$ cat src/rtl/dino_pkg.sv
// -----------------------------------------------------------------------------
// dino_pkg -- shared types and constants for the score keeping slice.
//   score_state_t : score keeper state (IDLE / RUNNING / OVER)
//   BCD_DIGITS    : number of BCD digits in a score
//   BCD_WIDTH     : bit width of a packed BCD score
//   bcd_to_bin()  : packed BCD -> binary, used on parameters at elaboration
// -----------------------------------------------------------------------------
package dino_pkg;

   localparam int unsigned BCD_DIGITS = 4;
   localparam int unsigned BCD_WIDTH  = 4 * BCD_DIGITS;

   typedef enum logic [1:0] {
      IDLE,
      RUNNING,
      OVER
   } score_state_t;

   function automatic logic [15:0] bcd_to_bin(input logic [BCD_WIDTH-1:0] bcd);
      logic [15:0] acc;
      acc = '0;
      for (int unsigned i = BCD_DIGITS; i > 0; i--) begin
         acc = (acc * 16'd10) + {12'd0, bcd[4*(i-1) +: 4]};
      end
      return acc;
   endfunction

endpackage

$ cat src/rtl/bcd_digit.sv
// -----------------------------------------------------------------------------
// bcd_digit -- one registered BCD digit of a ripple-carry BCD counter.
//   clk       : clock, rising edge
//   reset     : synchronous active-high reset, digit -> 0
//   clear     : synchronous clear, digit -> 0
//   inc_in    : increment request from the lower digit (or the point event)
//   sat       : hold at current value (whole counter is at all-nines)
//   digit     : current digit value 0..9
//   carry_out : this digit wraps 9 -> 0 on an increment (ignores sat, so the
//               top digit's carry_out doubles as the overflow indicator)
// -----------------------------------------------------------------------------
module bcd_digit (
   input  logic       clk,
   input  logic       reset,
   input  logic       clear,
   input  logic       inc_in,
   input  logic       sat,
   output logic [3:0] digit,
   output logic       carry_out
);

   always_comb begin
      carry_out = inc_in && (digit == 4'd9);
   end

   always_ff @(posedge clk) begin
      if (reset || clear) begin
         digit <= '0;
      end else if (inc_in && !sat) begin
         digit <= carry_out ? 4'd0 : digit + 4'd1;
      end
   end

endmodule

$ cat src/rtl/score_keeper.sv
// -----------------------------------------------------------------------------
// score_keeper -- game score, difficulty level and optional high score.
// Optional feature macro: SCORE_KEEPER_HIGH_SCORE_EN (high-score register and
// comparator; when undefined both high-score outputs are tied to 0).
//   clk              : clock, rising edge
//   reset            : synchronous active-high reset, clears everything
//   game_tick[1:0]   : tick phases; only [1] advances the prescaler
//   game_start_pulse : start/restart from IDLE or OVER
//   game_over_pulse  : crash, RUNNING -> OVER (wins over start and over a point)
//   score_bcd        : current score, 4 BCD digits, saturates at 9999
//   high_score_bcd   : best finished score
//   speed_level      : difficulty 0..7, steps at every SPEEDUP_POINTS_BCD points
//   milestone_pulse  : one cycle after each speed_level step
//   new_high_score   : last finished game set a new record
//   scoring          : state is RUNNING
// -----------------------------------------------------------------------------
module score_keeper
   import dino_pkg::*;
#(
   parameter int unsigned TICKS_PER_POINT    = 6,
   parameter logic [15:0] SPEEDUP_POINTS_BCD = 16'h0100
) (
   input  logic                 clk,
   input  logic                 reset,
   input  logic [1:0]           game_tick,
   input  logic                 game_start_pulse,
   input  logic                 game_over_pulse,
   output logic [BCD_WIDTH-1:0] score_bcd,
   output logic [BCD_WIDTH-1:0] high_score_bcd,
   output logic [2:0]           speed_level,
   output logic                 milestone_pulse,
   output logic                 new_high_score,
   output logic                 scoring
);

   localparam logic [7:0]  PRESCALE_MAX = 8'(TICKS_PER_POINT - 1);
   localparam logic [15:0] SPEEDUP_BIN  = bcd_to_bin(SPEEDUP_POINTS_BCD);

   score_state_t state, next_state;

   logic                  start_go;
   logic                  over_go;
   logic                  tick_adv;
   logic                  point_due;
   logic                  score_inc;
   logic                  milestone_due;
   logic [7:0]            prescaler;
   logic [15:0]           pts_since;
   logic [BCD_DIGITS:0]   carry;

   // ---------------- FSM ----------------
   always_ff @(posedge clk) begin
      if (reset) begin
         state <= IDLE;
      end else begin
         state <= next_state;
      end
   end

   always_comb begin
      next_state = state;
      case (state)
         IDLE, OVER: begin
            if (game_start_pulse && !game_over_pulse) next_state = RUNNING;
         end
         RUNNING: begin
            if (game_over_pulse) next_state = OVER;
         end
         default: next_state = IDLE;
      endcase
   end

   always_comb begin
      scoring  = (state == RUNNING);
      start_go = (state != RUNNING) && game_start_pulse && !game_over_pulse;
      over_go  = (state == RUNNING) && game_over_pulse;
      tick_adv = (state == RUNNING) && game_tick[1] && !game_over_pulse;
   end

   // ---------------- prescaler ----------------
   always_ff @(posedge clk) begin
      if (reset || start_go) begin
         prescaler <= '0;
      end else if (tick_adv) begin
         prescaler <= (prescaler == PRESCALE_MAX) ? 8'd0 : prescaler + 8'd1;
      end
   end

   always_comb begin
      point_due = tick_adv && (prescaler == PRESCALE_MAX);
   end

   // ---------------- BCD score chain ----------------
   // The top digit's carry_out flags an increment attempted at all-nines; it
   // feeds back as sat so every digit holds and 9999 is sticky.
   assign carry[0] = point_due;

   for (genvar i = 0; i < BCD_DIGITS; i++) begin : g_digit
      bcd_digit u_digit (
         .clk       (clk),
         .reset     (reset),
         .clear     (start_go),
         .inc_in    (carry[i]),
         .sat       (carry[BCD_DIGITS]),
         .digit     (score_bcd[4*i +: 4]),
         .carry_out (carry[i+1])
      );
   end

   always_comb begin
      score_inc     = point_due && !carry[BCD_DIGITS];
      milestone_due = score_inc && (pts_since == SPEEDUP_BIN - 16'd1);
   end

   // ---------------- speed level ----------------
   // Score only climbs from 0 within a game, so a binary count of points since
   // the last multiple stands in for "score mod SPEEDUP == 0".
   always_ff @(posedge clk) begin
      if (reset || start_go) begin
         pts_since <= '0;
      end else if (score_inc) begin
         pts_since <= milestone_due ? 16'd0 : pts_since + 16'd1;
      end
   end

   always_ff @(posedge clk) begin
      if (reset || start_go) begin
         speed_level     <= '0;
         milestone_pulse <= 1'b0;
      end else begin
         milestone_pulse <= 1'b0;
         if (milestone_due && (speed_level != 3'd7)) begin
            speed_level     <= speed_level + 3'd1;
            milestone_pulse <= 1'b1;
         end
      end
   end

   // ---------------- high score ----------------
`ifdef SCORE_KEEPER_HIGH_SCORE_EN
   always_ff @(posedge clk) begin
      if (reset) begin
         high_score_bcd <= '0;
         new_high_score <= 1'b0;
      end else if (start_go) begin
         new_high_score <= 1'b0;
      end else if (over_go && (score_bcd > high_score_bcd)) begin
         // Packed BCD compares correctly as a plain unsigned number.
         high_score_bcd <= score_bcd;
         new_high_score <= 1'b1;
      end
   end
`else
   assign high_score_bcd = '0;
   assign new_high_score = 1'b0;
`endif

endmodule

$ cat config.mk
export PLATFORM = sky130hd
export DESIGN_NAME = score_keeper
export DESIGN_NICKNAME = d
export VERILOG_FILES = /design/src/rtl/dino_pkg.sv /design/src/rtl/bcd_digit.sv /design/src/rtl/score_keeper.sv
export SDC_FILE = /design/constraint.sdc
export NUM_CORES = 1
export LEC_CHECK = 0
export CAP_MARGIN = 10
export CELL_PAD_IN_SITES_DETAIL_PLACEMENT = 1
export CELL_PAD_IN_SITES_GLOBAL_PLACEMENT = 2
export CORE_MARGIN = 2
export CORE_UTILIZATION = 34
export CTS_BUF_LIST = sky130_fd_sc_hd__clkbuf_4 sky130_fd_sc_hd__clkbuf_8
export CTS_CLUSTER_DIAMETER = 150
export DETAILED_ROUTE_END_ITERATION = 8
export HOLD_SLACK_MARGIN = 0.03
export PLACE_DENSITY = 0.83
export SKIP_CTS_REPAIR_TIMING = 1
export SYNTH_ARGS = -nofsm -noshare
export SYNTH_HDL_FRONTEND = slang
export SYNTH_SLANG_ARGS = --single-unit
$ cat constraint.sdc
create_clock -name clk -period 3 [get_ports clk]
set_clock_uncertainty 0.2 [all_clocks]
set_input_delay 0.3 -clock clk [delete_from_list [all_inputs] [get_ports clk]]
set_output_delay 0.3 -clock clk [all_outputs]
set_load 0.03 [all_outputs]
# Word-level counts from Yosys, hierarchy flattened
# Index checks and enable logic that the tools add are counted.
[word_totals]
register_bits = 46
latch_bits = 0
ram_bits = 0
mem_bits_ro = 0
input_bits = 6
out_inout_bits = 38
elab_cells = 60
mem_count = 0
[classes]
add_sub_neg = 7
multipliers = 0
n_div = 0
order_cmp = 0
n_eq_ne = 12
shift = 0
mux = 10
bitwise = 0
reduce_logical = 22
[op_table]
columns = ["operator", "count"]
rows = [
  ["adder 16 x 1 -> 16 bit, second input constant", 1],
  ["adder 4 x 1 -> 4 bit, second input constant", 4],
  ["== test 16 x 7 -> 1 bit, second input constant", 1],
  ["== test 4 bit, second input constant", 4],
  ["logical AND 1 bit", 16],
  ["two-way mux 16 bit", 1],
  ["two-way mux 4 bit", 4],
  ["adder 8 x 1 -> 8 bit, second input constant", 1],
  ["== test 8 x 3 -> 1 bit, second input constant", 1],
  ["two-way mux 8 bit", 1],
  ["two-way mux 2 bit", 2],
  ["!= test 2 bit, second input constant", 2],
  ["case mux 2 bit (2 select lines)", 1],
  ["adder 3 x 1 -> 3 bit, second input constant", 1],
  ["!= test 3 bit, second input constant", 1],
  ["== test 2 x 1 -> 1 bit, second input constant", 1],
  ["== test 2 bit, second input constant", 1],
  ["zero test 1 bit", 2],
  ["zero test 2 bit", 1],
  ["!= test 2 x 1 -> 1 bit, second input constant", 1],
  ["AND reduction 2 bit", 1],
  ["OR reduction 2 bit", 1],
  ["logical OR 1 bit", 1],
  ["two-way mux 1 bit", 1],
]

# Logic depth before layout (Yosys ltp)
[depth]
depth_word = 13
mapped_depth = 9
depth_no_buf = 7

# Modules after synthesis
# From an unflattened synthesis, not the netlist that was laid out.
[hier_totals]
cells_unflattened = 297
area_unflattened_um2 = 2563.7
[modules_own_cells]
columns = ["mod", "n_inst", "cells_per_inst", "area_per_inst_um2", "seq_area_each_um2"]
rows = [
  ["score_keeper", 1, 197, 1692.9, 600.6],
  ["bcd_digit", 4, 25, 217.7, 80.1],
]

# Worst setup path before layout
# No wires, ideal clock.
[synth_timing]
kind = "register to register"
from = "register g_digit[2].u_digit.digit[1]"
to = "register speed_level[2]"
setup_ps = 128
t_arrival_ps = 1998
required_time_ps = 2672
path_slack_ps = 675
path_stages_with_launch = 9
n_path_buf = 1
synth_period_minus_slack_ps = 2325
cell_sequence = "dfxtp_1 > inv_1 > ha_1 > and3b_1 > and4_1 > buf_4 > nor4_4 > mux2i_1 > nor2_1"
[synth_via]
elab_chain_cells = 7
[synth_lines]
columns = ["element", "line", "rtl"]
rows = [
  ["start: declaration", "bcd_digit.sv:18", "output logic [3:0] digit,"],
  ["start signal: assignment", "bcd_digit.sv:30", "digit <= carry_out ? 4'd0 : digit + 4'd1;"],
  ["== test 4 bit", "bcd_digit.sv:23", "carry_out = inc_in && (digit == 4'd9);"],
  ["logical AND 1 bit (2 in series)", "bcd_digit.sv:23", ""],
  ["zero test 1 bit", "score_keeper.sv:111", "score_inc = point_due && !carry[BCD_DIGITS];"],
  ["logical AND 1 bit", "score_keeper.sv:111", ""],
  ["logical AND 1 bit", "score_keeper.sv:112", "milestone_due = score_inc && (pts_since == SPEEDUP_BIN - 16'd1);"],
  ["logical AND 1 bit", "score_keeper.sv:132", "if (milestone_due && (speed_level != 3'd7)) begin"],
  ["end signal: assignment", "score_keeper.sv:133", "speed_level <= speed_level + 3'd1;"],
  ["end: declaration", "score_keeper.sv:30", "output logic [2:0] speed_level,"],
]
# No other way between the ends.
# A chain may end at the register's enable or synchronous reset.

# Worst setup path after layout
[layout_timing]
from = "register g_digit[2].u_digit.digit[1]"
to = "register pts_since[6]"
[layout_via]
elab_chain_cells = 7
[layout_lines]
columns = ["element", "line", "rtl"]
rows = [
  ["== test 4 bit *", "bcd_digit.sv:23", ""],
  ["logical AND 1 bit * (2 in series)", "bcd_digit.sv:23", ""],
  ["zero test 1 bit *", "score_keeper.sv:111", ""],
  ["logical AND 1 bit *", "score_keeper.sv:111", ""],
  ["logical AND 1 bit", "score_keeper.sv:112", ""],
  ["two-way mux 16 bit", "score_keeper.sv:122", "pts_since <= milestone_due ? 16'd0 : pts_since + 16'd1;"],
  ["end signal: assignment", "score_keeper.sv:122", ""],
  ["end: declaration", "score_keeper.sv:48", "logic [15:0] pts_since;"],
]
# Mark *: on every way between the ends. The rest lies on a longest branch, timed or not.

==> run metrics <==
DRC Markers 0; final net count 335; Mapped Cells 287; Max VDD drop 0.000222 V; mapped cell area 0.00262 mm²; TNS Setup 0 ns; pwr dens 408 mW/mm²; CTS tree done; layout cell share with drive strength beyond 1 11.0%; vias per cell 5.09; Worst path max stage delay 0.46 ns; largest net degree at the start of global routing 17; area leader, netlist dfxtp_1; final setup violation count 0; internal power 982 µW; dominant cell by count in the synthesized netlist dfxtp_1; Worst EP arrival 2.60 ns; Reg clk slew, reported paths 0.09 ns; fin. max-slew vios 0; die width 91.7 µm; Worst Setup End Kind flip-flop; CTS max path bufs 2; GPL Wtd Cong 0.755; CP Cell Sequence inv_1, ha_1, and3b_1, and4_1, buf_4, nor3_1, o21ai_0, a32o_1; routed wire length 5850 µm; number of nets with antenna violations after routing 0; Clock power frac 45.7%; drt pass-1 iters 4; post-synth top area share 35.2%; flops & latches, synth 46; synth cell count leaders 46 x dfxtp_1, 34 x nor2_1, 19 x buf_4; root buffer cell clkbuf_8; Worst-Margin Slew 0.698 ns; status completed; combinational fraction of design power 5.4%; Clock Sinks 46; register area share after synthesis 35.2%; number of synthesized flops with an enable pin 0; Vias 2116; drt initial violations 49; largest cells by area after synthesis dfxtp_1 35%, ha_1 6.2%, buf_4 5.4%, xnor2_1 5.0%, nor2_1 4.9%; WL per Instance 14.1 µm; Hold Crit Class reg2reg; Clock Latency Late Sink 0.30 ns; Cell Area, Placed 0.00292 mm²; total gr overflow 0; die area 0.00842 mm²; CP Buf/Inv Count 2; min cycle time layout 2.60 ns; synthesis-to-finish area growth 17.1%; Setup CP Type reg2reg; worst slack, placed 0.231 ns; first-pass GRT wire length 10100 µm; sequential power share 48.9%; crit-path leading delay family simple AND/OR/NAND/NOR gates; critical path's slowest cell and4_1; Synth Flop Type dfxtp_1; period utilisation layout 86.6%; H-tree depth 2; Fmax 385 MHz; TritonCTS Buffers 5; setup ws final 0.402 ns; PortBufs 25; Ys Warns 0; Worst Setup Start Kind flip-flop; n_diodes 0; IO Pins 44; Final Instance Area 0.00307 mm²; die height 91.7 µm; RSZ-0062 raised after global routing no; Tot Pwr 1.25 mW; leak pwr 1.05 nW; worst endpoint required time 3.00 ns; CP max FO 11; Initial Util 35.5%; Core Region 0.00737 mm²; Psw 270 µW; final count of hold timing violations 0; # fillers 857; Syn Area/Cell 9.12 µm²; Slew headroom 53.5%; dpl hpwl 4330 µm; gr usage total 14.6%; async set or reset register ratio after synthesis 0%; Netlist cell types 53; vias in the first global route 2102; Switching Fraction 21.6%; # Max-Cap Violations 0; FP Rows 31; initial antenna violation count 0
[layer usage]
| metal | wire length [µm] | track usage (%) | part of all wire (%) | vias to the layer above |
|---|---|---|---|---|
| li1 | - | - | - | 1050 |
| met1 | 2770 | 19.0 | 47 | 1034 |
| met2 | 2840 | 24.1 | 48 | 25 |
| met3 | 145 | 2.63 | 2.5 | 7 |
| met4 | 99 | 5.47 | 1.7 | 0 |
| met5 | 0 | 0 | 0 | - |
[flip-flops by register name (all words and copies together), names as in the netlist]
register / flops
g_digit.u_digit.digit: 16
milestone_pulse: 1
prescaler: 8
pts_since: 16
speed_level: 3
state: 2
[placed cells by master (no fill, tap or decap), types with 3 or more instances in the layout]
cell type / netlist / final
nor4_1: 5 / 5
a211oi_1: 3 / 3
nor4_2: 9 / 9
xor2_1: 6 / 6
dfxtp_1: 46 / 46
and4_1: 6 / 6
clkbuf_8: 0 / 6
nor4_4: 4 / 4
nand3_1: 10 / 10
nand4_1: 8 / 8
and3b_1: 4 / 4
and2_1: 4 / 4
nor3_1: 7 / 7
conb_1: 1 / 17
nor2_1: 34 / 34
nand2_1: 14 / 14
nand2b_1: 3 / 3
a21oi_1: 14 / 14
or3_1: 3 / 3
mux2i_1: 4 / 4
o21ai_0: 9 / 9
inv_1: 10 / 10
ha_1: 13 / 13
xnor2_1: 15 / 15
clkdlybuf4s50_1: 0 / 25
buf_4: 19 / 8
[kinds of logic (layout without fill, tap and decap cells)]
group	after synthesis	count (layout)	synth area share, %
other	1	17	0.143
muxes	4	4	1.53
AOI/OAI and AO/OA	40	40	9.66
adders and majority gates	13	13	6.21
xor gates and xnor gates	21	21	7.03
DFF	46	46	35.2
buffers and inverters	37	51	8.65
and+or+nand+nor	125	125	31.6
[worst min-delay path, cell delays in order, from the launching register on]
cell and delay, ns:
dfxtp_1 0.34, nand2_1 0.07, a21oi_1 0.05
[stage by stage]
| step | cells | hold WS [ns] | utilization, % |
|---|---|---|---|
| finish | 416 | 0.306 | 41.6 |
| global route | 416 | 0.352 | 41.6 |
| CTS | 416 | 0.313 | 41.6 |
| detailed placement | 408 | 0.301 | 39.7 |
| global placement | 408 | 0.285 | 39.7 |
| floorplan | 303 | 0.172 | - |
[worst paths after layout]
path | from | endpoint | slack (ns) | cells past startpoint
setup / recovery | g_digit[2].u_digit.digit[1] | pts_since[6] | 0.40 | 8
hold / removal | g_digit[2].u_digit.digit[2] | g_digit[2].u_digit.digit[2] | 0.31 | 2
setup reg to reg | g_digit[2].u_digit.digit[1] | pts_since[6] | 0.40 | 8
hold reg to reg | g_digit[2].u_digit.digit[2] | g_digit[2].u_digit.digit[2] | 0.31 | 2
[layout make-up]
class	count	area, µm²	area share, %
clock buffer	6	82.6	2.69
clock inverter	2	60.1	1.96
inverter	10	37.5	1.22
multi-input combinational	220	1530	49.9
sequential	46	921	30.0
tap	99	124	4.04
timing repair buffer	33	310	10.1
[power groups by stage]
stage | clock network (mW) | logic [mW] | registers (mW)
after floorplan | 0 | 0.0658 | 0.627
after global placement | 0 | 0.0672 | 0.627
after detailed placement | 0 | 0.0675 | 0.627
after CTS | 0.590 | 0.0678 | 0.613
after global routing | 0.615 | 0.0721 | 0.613
final | 0.572 | 0.0673 | 0.613
No activity file was read; power rests on OpenSTA's default activity.
